<file path="config.mk">
export PLATFORM = sky130hd
export DESIGN_NAME = move_request_gen
export DESIGN_NICKNAME = d
export VERILOG_FILES = /design/src/rtl/move_request_gen.sv
export SDC_FILE = /design/constraint.sdc
export NUM_CORES = 1
export LEC_CHECK = 0
export BUFFER_PORTS_ARGS = -buffer_cell sky130_fd_sc_hd__buf_2
export CAP_MARGIN = 20
export CORE_ASPECT_RATIO = 1.75
export CORE_UTILIZATION = 30
export DETAILED_ROUTE_END_ITERATION = 7
export PLACE_DENSITY = 0.5
export SLEW_MARGIN = 20
export SYNTH_ARGS = -nofsm -noshare
export SYNTH_HDL_FRONTEND = slang
export SYNTH_SLANG_ARGS = --single-unit
</file>
<file path="constraint.sdc">
create_clock -name clk -period 2.5 [get_ports clk]
set_input_delay 0.25 -clock clk [delete_from_list [all_inputs] [get_ports clk]]
set_output_delay 0.25 -clock clk [all_outputs]
set_load 0.05 [all_outputs]
</file>
<file path="src/rtl/move_request_gen.sv">
// rtl/move_request_gen.sv - debounced button to one-hot move request FSM
// Optional abandon-on-timeout behaviour is compiled in with MOVE_REQ_TIMEOUT_EN.
module move_request_gen #(
  parameter int DEBOUNCE_CYCLES = 250000,
  parameter int TIMEOUT_CYCLES  = 1024
) (
  input  logic        clk,
  input  logic        rst_n,
  input  logic [3:0]  btn,
  input  logic        lock,
  input  logic        done,
  output logic [3:0]  direction,
  output logic        busy,
  output logic        move_done,
  output logic [15:0] move_count,
  output logic        err_timeout
);

  localparam logic [1:0] S_IDLE    = 2'd0;
  localparam logic [1:0] S_ISSUE   = 2'd1;
  localparam logic [1:0] S_RELEASE = 2'd2;

  localparam int CW = (DEBOUNCE_CYCLES > 1) ? $clog2(DEBOUNCE_CYCLES) : 1;
  localparam logic [CW-1:0] DB_MAX = CW'(DEBOUNCE_CYCLES - 1);

  if (DEBOUNCE_CYCLES < 1 || TIMEOUT_CYCLES < 1) begin : g_param_check
    $error("move_request_gen: DEBOUNCE_CYCLES and TIMEOUT_CYCLES must be >= 1");
  end

  logic [1:0]    state;
  logic [3:0]    sync1, sync2;
  logic [3:0]    deb, deb_q;
  logic [CW-1:0] db_cnt [4];
  logic [3:0]    press;
  logic [3:0]    win;

  always_ff @(posedge clk) begin
    if (!rst_n) begin
      sync1 <= '0;
      sync2 <= '0;
      deb   <= '0;
      deb_q <= '0;
      for (int i = 0; i < 4; i++) db_cnt[i] <= '0;
    end else begin
      sync1 <= btn;
      sync2 <= sync1;
      deb_q <= deb;
      // Level flips only after a full run of mismatching cycles; any agreement restarts the run.
      for (int i = 0; i < 4; i++) begin
        if (sync2[i] != deb[i]) begin
          if (db_cnt[i] == DB_MAX) begin
            deb[i]    <= sync2[i];
            db_cnt[i] <= '0;
          end else begin
            db_cnt[i] <= db_cnt[i] + CW'(1);
          end
        end else begin
          db_cnt[i] <= '0;
        end
      end
    end
  end

  assign press = deb & ~deb_q;

  always_comb begin
    win = 4'b0000;
    if (press[0])      win = 4'b0001;
    else if (press[1]) win = 4'b0010;
    else if (press[2]) win = 4'b0100;
    else if (press[3]) win = 4'b1000;
  end

`ifdef MOVE_REQ_TIMEOUT_EN
  localparam int TW = (TIMEOUT_CYCLES > 1) ? $clog2(TIMEOUT_CYCLES) : 1;
  localparam logic [TW-1:0] TO_MAX = TW'(TIMEOUT_CYCLES - 1);

  logic [TW-1:0] to_cnt;
  logic          to_hit;
  logic          err_q;

  // A done in the final cycle still wins over the timeout.
  assign to_hit = (state == S_ISSUE) && !done && (to_cnt == TO_MAX);

  always_ff @(posedge clk) begin
    if (!rst_n) begin
      to_cnt <= '0;
      err_q  <= 1'b0;
    end else begin
      if (state == S_ISSUE && !done && !to_hit) to_cnt <= to_cnt + TW'(1);
      else                                      to_cnt <= '0;
      if (to_hit) err_q <= 1'b1;
    end
  end

  assign err_timeout = err_q;
`else
  assign err_timeout = 1'b0;
`endif

  always_ff @(posedge clk) begin
    if (!rst_n) begin
      state      <= S_IDLE;
      direction  <= 4'b0000;
      move_done  <= 1'b0;
      move_count <= 16'd0;
    end else begin
      move_done <= 1'b0;
      case (state)
        S_IDLE: begin
          if (|press && !lock) begin
            state     <= S_ISSUE;
            direction <= win;
          end
        end
        S_ISSUE: begin
          if (done) begin
            state      <= S_RELEASE;
            direction  <= 4'b0000;
            move_done  <= 1'b1;
            move_count <= move_count + 16'd1;
          end
`ifdef MOVE_REQ_TIMEOUT_EN
          else if (to_hit) begin
            state     <= S_IDLE;
            direction <= 4'b0000;
          end
`endif
        end
        S_RELEASE: state <= S_IDLE;
        default:   state <= S_IDLE;
      endcase
    end
  end

  assign busy = (state != S_IDLE);

endmodule

</file>
### Yosys cells after proc, flatten, opt, wreduce, memory -nomap -nowiden

Memories as Yosys holds them, arrays and structs flattened.
Cells that the tools add are included.

* flip-flop bits (word level): 39
* memory bits (writable): 72
* input port bits: 8
* logic and storage cells: 124
* memories: 1

Memory list
* db_cnt: depth 4, width 18, rd ports 4, clocked after memory_dff 0, write ports 4, line 33 `logic [CW-1:0] db_cnt [4];`

* add/subtract/negate cells: 5
* equality and inequality tests: 11
* multiplexer cells: 68
* bitwise gates (word level): 14
* reduce and logical (&&, ||, !) cells: 14

Operators by type and width (count)
* $mux 18: 12
* $add 18x1->18 const B: 4
* $eq 18x18->1 const B: 4
* $mux 1: 46
* $mux 4: 6
* $add 16x1->16 const B: 1
* $reduce_and 2->1: 7
* $or 1x1->1: 12
* $pmux 4 s2: 1
* $and 4x4->4: 1
* $mux 2: 2
* $ne 1x1->1: 4
* $ne 2x2->1 const B: 2
* $not 4->4: 1
* $pmux 2 s2: 1
* $reduce_bool 2->1: 2
* $reduce_or 4->1: 1
* $reduce_and 3->1: 1
* $eq 2x1->1 const B: 1
* $logic_not 2->1: 1
* $logic_and 1x1->1: 1
* $logic_not 1->1: 1

### Logic depth before layout (Yosys ltp)

An unclocked memory read counts as a cell.

* depth after elaboration: 9
* depth in mapped cells: 6
* gate-level depth less buffers: 5

### Worst setup path before layout

No wires, ideal clock.

* path kind: reg-to-reg
* start point: memory db_cnt[2][13] in the netlist's numbering
* end point: memory db_cnt[2][2] in the netlist's numbering, data pin
* data arrival time: 1951 ps
* required time: 2246 ps
* path slack: 295 ps
* stages on the path, launching flop included: 6
* period minus slack after synthesis: 2205 ps
* cell sequence: edfxtp_1 -> or4b_1 -> or4_4 -> o211ai_4 -> buf_6 -> nor2_1

RTL lines (line)
* start: declaration: 33

==> metrics.cfg <==
[run_status]
status=finished, final reports clean

[synth]
synth_ff_type=edfxtp_1
avgSynthCellArea_sq_um=10.2
async_flop_share_pct=0
netlist_instances=537
yosys.area.top_type_share_pct=39.4
ys_seq_area_share_pct=53.6
synth_commonest_cells=nor2_1, edfxtp_1, xnor2_1, dfxtp_1, nand3_1
synth.area.top_cells=edfxtp_1, dfxtp_1, xnor2_1, nor2_1, nand4_1
yosysMostFrequentCell=nor2_1
ys_types=45
yosys.area.top_type=edfxtp_1
synth_edf_count=72
synth-seq-cells=111
yosysWarningCount=0
netlist_area_sq_um=5490

[global_route]
grt.busiest_layer=met2
grtUsageMet3_pct=2.31
grt_pass1_vias=4244
grt_max_degree=23
antenna_found_initial=0
grtUsageMet2_pct=23.1
grt_overflow=0
met1_usage_pct=12.6
grt_pass1_wl_um=18600
grt_use_total_pct=12.1

[timing]
setup_viol=0
worstMarginPinSlew_ps=582
final.period_utilization_pct=92.0
rsz0062_at_grt=false
maxSlewViolCount=0
maxSlewHeadroom_pct=60.9
fin_hold_ws_ps=118
timing.fmax_mhz=435
tns_ps=0
setup_slack_ps=201
fin_skew_ps=12.3
hold_viol_final=0
period_needed_ps=2300

[worst_hold_path]
worstHoldStart=btn[2]
hold_depth=2
hold_path.class=in2reg
min_to=sync1[2]

[critical_path]
worst-setup-path-type=reg2reg
crit_required_ps=2570
arrival_ps=2370
rrSetupSlack_ps=200
cp_top_family=simple AND/OR/NAND/NOR gates
crit_path_end_kind=flop
r2r-start=db_cnt[3][10]
r2r_cells=4
reg2reg_to=db_cnt[3][13]
cp_max_fo=17
cp-startpoint=db_cnt[3][10]
slowest_delay_ps=550
worstPathCellList=or4_1 > or4_4 > o21ai_4 > nor2_1
crit_buf_inv=0
start_kind=flop
crit_slowest_cell=or4_1

[finish]
postLayoutCellArea_sq_um=6510
syn_to_final_growth_pct=18.5
regArea_sq_um=2940
fin_nets=662
fin_util_pct=36.2
fillers=1844
final_layout_size_suffix_gt1_share_pct=9.94
diodes=0
fin_cells=888
multi_input_area_sq_um=2670

[die]
rows=65
die_height_um=181
core_sq_um=18000
dieArea_sq_um=18900
io_pins=31
die_w_um=104
start_util_pct=30.6

[clock_tree]
cts_root_buf=clkbuf_16
tritoncts=yes
clock_path_buffers=2
htreeDepth=3
hold_buffers=0
cts_buffers=9
cts-resized-gates=0
cts.clk_slew.worst_paths_ps=70
clk_latency_ps=350
post-cts-setup-buffers=0
clock-sinks=111

[placement]
hpwl_um=7940
gp_congestion=0.810
placed_cell_area_sq_um=6230
dp_cells=872
pre_cts_slack_ps=175
port_buffers=29

[pwr]
p_seq_share_pct=57.8
power_density_nw_per_um2=548
share_comb_of_total_power_pct=4.0
power_mw=3.57
switching_share_pct=22.9
vdd_drop_max_v=0.000265
p_leak_nw=2.28
p_int_mw=2.75
switchingPower_mw=0.816
pwr-share-clk_pct=38.1

[routing]
firstDrtPassIters=5
vias_per_cell=4.63
drc_errors=0
wl_um=10800
wire_per_inst_um=12.1
first_iter_violations=156
drtAntennaViolNets=0
num_vias=4114

[job]
max_cap_violations=0

==> cells by family (layout without fill, tap and decap cells) <==
family / count (synthesis) / count (layout) / share of synthesized area, %
other cells: 2 / 73 / 0.137
compound gates: 50 / 50 / 5.86
fa+ha+maj: 5 / 5 / 1.14
simple gates: 267 / 267 / 25.4
flops: 111 / 111 / 53.6
mux: 4 / 4 / 0.729
buf+inv: 32 / 78 / 2.62
xor+xnor: 66 / 66 / 10.5
==> area by class of cell <==
type / instances / share of cell area, %
clock inverters: 5 / 0.673
flip-flops and latches: 111 / 45.2
repair buffers: 41 / 3.81
well taps: 234 / 4.50
clock buffers: 11 / 3.57
inverters: 21 / 1.21
multi-input cells: 465 / 41.0
==> sequential cells by signal, summed over array words and instances (netlist names) <==
name,flops
sync1,4
deb,4
state,2
move_count,16
direction,4
sync2,4
deb_q,4
move_done,1
db_cnt,72
==> worst max path at each step <==
stage	slack [ps]	depth (start not counted)	end
CTS	160	4	db_cnt[3][13]
floorplan	290	5	db_cnt[2][2]
finish	200	4	db_cnt[3][13]
global route	70	4	db_cnt[3][13]
detailed placement	180	4	db_cnt[3][13]
global placement	230	4	db_cnt[3][12]
==> layout by cell type, fill, tap and decap left out, drive strengths merged, types with 4 or more instances in the layout <==
master   n
nand4   25
dfxtp   39
or3     14
a21oi   21
o31ai    7
edfxtp  72
clkbuf  11
mux2i    4
or4     12
ha       5
nor4b    4
conb    73
nand3   29
nor2    92
and2    12
nand2b   6
nand2   24
xor2    13
o21ai   16
xnor2   53
nor3    11
inv     23
and4     4
nor4    17
and3     6
buf     41
==> per-layer routing <==
layer	routed length [um]	vias to the layer above
met5	0	-
met4	189	0
met3	183	13
met2	5830	40
met1	4580	1970
li1	-	2091
==> power by group through the flow <==
stage                     Clock (mW)  Combinational (mW)  Sequential [mW]
after floorplan                    0               0.114             2.09
after global placement             0               0.140             2.10
after detailed placement           0               0.141             2.11
after CTS                       1.42               0.142             2.06
after global routing            1.48               0.166             2.07
final                           1.36               0.144             2.06
Note: power is estimated with default switching activity, not from simulation.
